### config.mk
export PLATFORM = sky130hd
export DESIGN_NAME = glyph_rom_arbiter
export DESIGN_NICKNAME = d
export VERILOG_FILES = /design/src/rtl/glyph_rom_arbiter.sv
export SDC_FILE = /design/constraint.sdc
export NUM_CORES = 1
export LEC_CHECK = 0
export BUFFER_PORTS_ARGS = -buffer_cell sky130_fd_sc_hd__buf_2
export CAP_MARGIN = 10
export CORE_MARGIN = 4
export CORE_UTILIZATION = 37
export CTS_CLUSTER_SIZE = 10
export DETAILED_ROUTE_END_ITERATION = 8
export HOLD_SLACK_MARGIN = 0.08
export MAX_ROUTING_LAYER = met4
export PLACE_DENSITY = 0.71
export SLEW_MARGIN = 20
export SYNTH_ARGS = -nofsm -noshare
export SYNTH_HDL_FRONTEND = slang
export SYNTH_SLANG_ARGS = --single-unit
### constraint.sdc
create_clock -name clk -period 1.2 [get_ports clk]
set_clock_uncertainty 0.1 [all_clocks]
set_input_delay 0.24 -clock clk [delete_from_list [all_inputs] [get_ports clk]]
set_output_delay 0.24 -clock clk [all_outputs]
set_load 0.005 [all_outputs]
### src/rtl/glyph_rom_arbiter.sv
// Arbitrates two pixel sources onto one synchronous glyph ROM and returns each
// registered glyph row to the requester that owned the lookup.
module glyph_rom_arbiter #(
  parameter int CHAR_W     = 4,
  parameter int ROW_W      = 3,
  parameter int PIX_W      = 8,
  parameter int PRIORITY_A = 0,
  parameter int MAX_WAIT   = 4
) (
  input  logic              clk,
  input  logic              rst_n,
  input  logic              a_req,
  input  logic [CHAR_W-1:0] a_char,
  input  logic [ROW_W-1:0]  a_row,
  output logic              a_gnt,
  output logic              a_valid,
  output logic [PIX_W-1:0]  a_pixels,
  input  logic              b_req,
  input  logic [CHAR_W-1:0] b_char,
  input  logic [ROW_W-1:0]  b_row,
  output logic              b_gnt,
  output logic              b_valid,
  output logic [PIX_W-1:0]  b_pixels,
  output logic              rom_en,
  output logic [CHAR_W-1:0] rom_char,
  output logic [ROW_W-1:0]  rom_row,
  input  logic [PIX_W-1:0]  rom_pixels,
  output logic              b_starved
);

  localparam int CNT_W = $clog2(MAX_WAIT + 1);
  localparam logic [CNT_W-1:0] WAIT_MAX = CNT_W'(MAX_WAIT);

  typedef enum logic {GRANT_A, GRANT_B} owner_e;

  owner_e           last_grant;
  logic [CNT_W-1:0] wait_cnt;
  logic [CNT_W-1:0] wait_cnt_next;
  logic             tag_a;
  logic             tag_b;

  // NOTE: every output of a combinational block gets a default first so no
  // path leaves it unassigned, which would otherwise infer a latch.
  always_comb begin
    a_gnt = 1'b0;
    b_gnt = 1'b0;
    if (a_req && b_req) begin
      if (PRIORITY_A != 0) begin
        if (wait_cnt == WAIT_MAX) b_gnt = 1'b1;
        else                      a_gnt = 1'b1;
      end else if (last_grant == GRANT_B) begin
        a_gnt = 1'b1;
      end else begin
        b_gnt = 1'b1;
      end
    end else begin
      a_gnt = a_req;
      b_gnt = b_req;
    end
  end

  // ROM address is forced to zero when idle so the bus stays quiet.
  always_comb begin
    rom_en   = a_gnt | b_gnt;
    rom_char = '0;
    rom_row  = '0;
    if (a_gnt) begin
      rom_char = a_char;
      rom_row  = a_row;
    end else if (b_gnt) begin
      rom_char = b_char;
      rom_row  = b_row;
    end
  end

  // B loses only while both request; any B grant or B withdrawal restarts it.
  always_comb begin
    wait_cnt_next = '0;
    if (PRIORITY_A != 0 && b_req && !b_gnt) begin
      wait_cnt_next = (wait_cnt == WAIT_MAX) ? wait_cnt : wait_cnt + 1'b1;
    end
  end

  // NOTE: sequential state uses non-blocking assignments so every register
  // samples pre-edge values regardless of statement order.
  always_ff @(posedge clk or negedge rst_n) begin
    if (!rst_n) begin
      last_grant <= GRANT_B;
      wait_cnt   <= '0;
      b_starved  <= 1'b0;
      tag_a      <= 1'b0;
      tag_b      <= 1'b0;
      a_valid    <= 1'b0;
      b_valid    <= 1'b0;
      a_pixels   <= '0;
      b_pixels   <= '0;
    end else begin
      if (a_gnt)      last_grant <= GRANT_A;
      else if (b_gnt) last_grant <= GRANT_B;
      wait_cnt  <= wait_cnt_next;
      b_starved <= (wait_cnt_next == WAIT_MAX);
      // Tag travels alongside the ROM's own one-cycle read latency.
      tag_a   <= a_gnt;
      tag_b   <= b_gnt;
      a_valid <= tag_a;
      b_valid <= tag_b;
      if (tag_a) a_pixels <= rom_pixels;
      if (tag_b) b_pixels <= rom_pixels;
    end
  end

endmodule
# After elaboration in Yosys (flattened, before gate mapping)
# Cells that the tools add are included.
# word_totals
ff_bits,21
inputBits,26
# op_classes
reduce_logical,2
bitwise_logic,1
n_mux,10
# op_table
operator,count
$mux 4,2
$mux 1,6
$mux 3,2
$reduce_bool 2->1,1
$logic_and 1x1->1,1
$or 1x1->1,1

# Logic depth before layout (Yosys ltp)
# logic_depth
ltp_word,4
mapped_depth,3

# Worst setup path before layout
# OpenSTA, ideal clock, no wires.
# synth_path
path_type,register to output
startpoint,reg last_grant
endpoint,out rom_char[0]
n_path_buf,1
arrival_time_ns,0.941
path_stages_with_launch,4
required_time_ns,0.860
slack_ns,-0.081
path_cell_list,dfstp_2 -> nand2b_4 -> buf_6 -> a32o_1
# synth_between
elab_chain_cells,4
word_cells_on_any_way,6
classes_between,mux: 6
# synth_rtl
element,line,rtl
from (decl),36,owner_e last_grant;
from (signal assigned),88,last_grant <= GRANT_B;
from (signal assigned),98,if (a_gnt) last_grant <= GRANT_A;
from (signal assigned),99,else if (b_gnt) last_grant <= GRANT_B;
$mux 1,51,end else if (last_grant == GRANT_B) begin
$mux 1,47,if (a_req && b_req) begin
$mux 4,70,end else if (b_gnt) begin
$mux 4 *,67,if (a_gnt) begin
to (decl),25,"output logic [CHAR_W-1:0] rom_char,"
# Mark *: on every way between the ends. The rest lies on a longest branch, timed or not.

# Worst setup path after layout
# layout_path
startpoint,reg last_grant
endpoint,out rom_row[1]
# layout_between
elab_chain_cells,4
word_cells_on_any_way,6
classes_between,mux: 6
# layout_rtl
element,line,rtl
$mux 1,51,
$mux 1,47,
$mux 3,70,
$mux 3 *,67,
to (decl),26,"output logic [ROW_W-1:0] rom_row,"
# Marks and branches as above.

==> impl_results.md <==
* Leading area contributor after synthesis: dfrtp_1
* Failing checks: setup timing
* Synthesized net count at 82
* Routability cong. at 0.766
* Most common cell in the synthesized netlist: dfrtp_1
* Post-CTS setup buffer count at 0
* Power Total at 1.62 mW
* Hold crit path type: primary input to flop
* Top Family by Delay on Critical Path: flip-flops
* Outcome: complete, but fails checks
* Sw Share at 25.5%
* EDFF count, synth at 0
* Total gr overflow at 0
* Finished Layout Cells at 147
* Die width at 56.5 um
* P&R area growth vs syn at 48.2%
* FMAX at 604 MHz
* PortBufs at 53
* Crit path DAT at 1.31 ns
* Per-cell routed wire length at 13.8 um
* Startpoint Class: flop
* Switching power total at 0.413 mW
* Worst-Skew Late Latency at 0.29 ns
* Total clock buffers created by CTS at 3
* Longest Clk Path Bufs at 2
* Fin crit share at 138%
* Die footprint at 3190 um^2
* Die Height at 56.5 um
* Slew Viols, Final at 0
* Combinational power share at 26.4%
* Vias in the first global route at 756
* Area of the core at 2230 um^2
* Number of synthesis warnings at 0
* Pwr dens at 1260 nW/um^2
* Final hold violation count at 0
* Final WS setup at -0.454 ns
* CTS Sinks at 21
* P_int at 1.21 mW
* Post-layout min period at 1.65 ns
* Post-CTS Resized at 0
* LEAKAGE at 0.637 nW
* Vias at 712
* Effective utilization at floorplan at 38.9%
* FP Rows at 17
* Critical path's slowest cell: dfstp_2
* Htree depth at 1
* Initial antenna violation count at 0
* Worst path required time at 0.86 ns
* Synthesized cell area at 870 um^2
* WL met3 at 220 um
* First-pass GRT wire length at 3260 um
* NumNets Final at 146
* Clock Power Share at 19.9%
* Sequential fraction of the synthesis area at 60.6%
* Ys async rst share at 100%
* Peak VDD IR at 0.781 mV
* GR Util All Layers at 13.4%
* Fillers at 194
* Top sig layer: met3
* Sequential power share at 53.6%
* HPWL Detailed at 1540 um
* CP max stage delay at 0.59 ns
* Unrepaired setup endpoints after global routing: yes
* Crit end category: output pin
* Synth cell types at 14
* Met2 Routed Length at 1030 um
* WL final at 2030 um
* Diodes inserted at 0
* Most instantiated cells after synthesis: dfrtp_1, mux2_2, a32o_1
* Inst Count DP at 135
* Prevailing post-synth register cell: dfrtp_1
* DRC at 0
* Post-route ant nets at 0
* DR pass1 iterations at 4
* Clock transition at the registers of the reported paths at 0.11 ns
* Yosys top cell area share at 57.6%
* Vias/cell at 4.84
* Worst Path Max Fanout at 5
* Gate Count Post-Synth at 56
* CP bufs+invs at 1
* Syn Area/Cell at 15.5 um^2
* Max_cap viols at 0
* Largest net degree at the start of global routing at 22
* Synth Register Bits at 21
* Crit path kind: flop to output pin
* Fraction of layout cells with a size suffix above 1 at 68.1%
* CTS Root Cell: clkbuf_4
* CP cell instances: nand2b_4, a32o_1, buf_2
* Met1 Wirelength at 781 um
* Top post-synthesis cells by area: dfrtp_1, mux2_2, a32o_1
* Worst hold margin at 0.0945 ns
* Top Ports at 55
* Starting DRT DRC Count at 4
* CTS tree: built
* # setup viols final at 9
* Dpl ws at -0.138 ns
==> worst paths after layout <==
path	startpoint	to	slack (ns)	cells after the start
worst max-delay path	last_grant	rom_row[1]	-0.45	3
worst min-delay path	rom_pixels[5]	a_pixels[5]	0.09	2
worst max register to register	last_grant	tag_a	0.14	2
worst min register to register	a_pixels[2]	a_pixels[2]	0.41	1
max in group asynchronous	rst_n	last_grant	0.34	2
min in group asynchronous	rst_n	a_pixels[3]	0.32	2
==> area by class of cell <==
cell class | instances | area, um^2 | area share, %
Clock buffer | 4 | 26.3 | 2.04
Inverter | 1 | 3.75 | 0.291
Multi-Input combinational cell | 30 | 314 | 24.4
Sequential cell | 21 | 527 | 40.9
Tap cell | 28 | 35.0 | 2.72
Timing Repair Buffer | 63 | 383 | 29.7
==> layout by cell type (no fill, tap or decap) <==
master / synthesis / final
o21ai_0: 1 / 1
dlygate4sd3_1: 0 / 7
nand2b_4: 1 / 1
or2_2: 1 / 1
buf_4: 1 / 1
buf_2: 3 / 53
dfstp_2: 1 / 1
clkbuf_1: 0 / 1
conb_1: 1 / 1
nand2b_2: 0 / 1
a32o_1: 7 / 7
inv_1: 1 / 1
buf_12: 0 / 2
a21boi_4: 1 / 1
dfrtp_1: 20 / 20
clkbuf_4: 0 / 3
and2_2: 1 / 1
mux2_2: 16 / 16
==> kinds of logic (layout without fill, tap and decap cells) <==
logic type / after synthesis / in the layout / share of synthesized area [%]
other: 1 / 1 / 0.431
buffers and inverters: 6 / 68 / 4.32
AOI/OAI and AO/OA: 9 / 9 / 10.8
DFF: 21 / 21 / 60.6
and+or+nand+nor: 3 / 4 / 3.17
muxes: 16 / 16 / 20.7
==> timing repair <==
action | 4_1_cts | 5_1_grt
endpoints found under the setup margin | 9 | 12
hold buffers | 4 | 3
pin swaps | 2 | 0
gates cloned | 1 | 0
hold endpoints to repair | 23 | 5
==> flip-flops by register name (all words and copies together) (netlist names) <==
signal / cells
a_pixels: 8
a_valid: 1
b_pixels: 8
b_valid: 1
last_grant: 1
tag_a: 1
tag_b: 1
==> metrics by stage <==
stage | utilization (%) | instance area (um^2) | TNS, ns
2_1_floorplan | - | 870 | -0.584
3_3_place_gp | 53.0 | 1180 | -0.932
3_5_place_dp | 53.0 | 1180 | -1.03
4_1_cts | 56.4 | 1260 | -3.91
5_1_grt | 57.7 | 1290 | -4.48
6_report | 57.7 | 1290 | -3.84
==> worst register-to-register path: stages, from the launching register on <==
cell	delay (ns)
dfstp_2	0.59
nand2b_2	0.16
and2_2	0.15
==> routing by layer <==
metal / vias up / GRT usage [%]
met5: - / -
met3: 0 / 3.22
li1: 335 / -
met1: 332 / 14.5
met4: 0 / 4.07
met2: 45 / 23.9
==> power groups by stage <==
stage               sequential, mW  combinational (mW)  clock [mW]
floorplan                    0.888               0.181           0
global placement             0.878               0.402           0
detailed placement           0.883               0.412           0
CTS                          0.869               0.428       0.336
global route                 0.884               0.465       0.365
finish                       0.868               0.428       0.323
(Power assumes the default switching activity.)
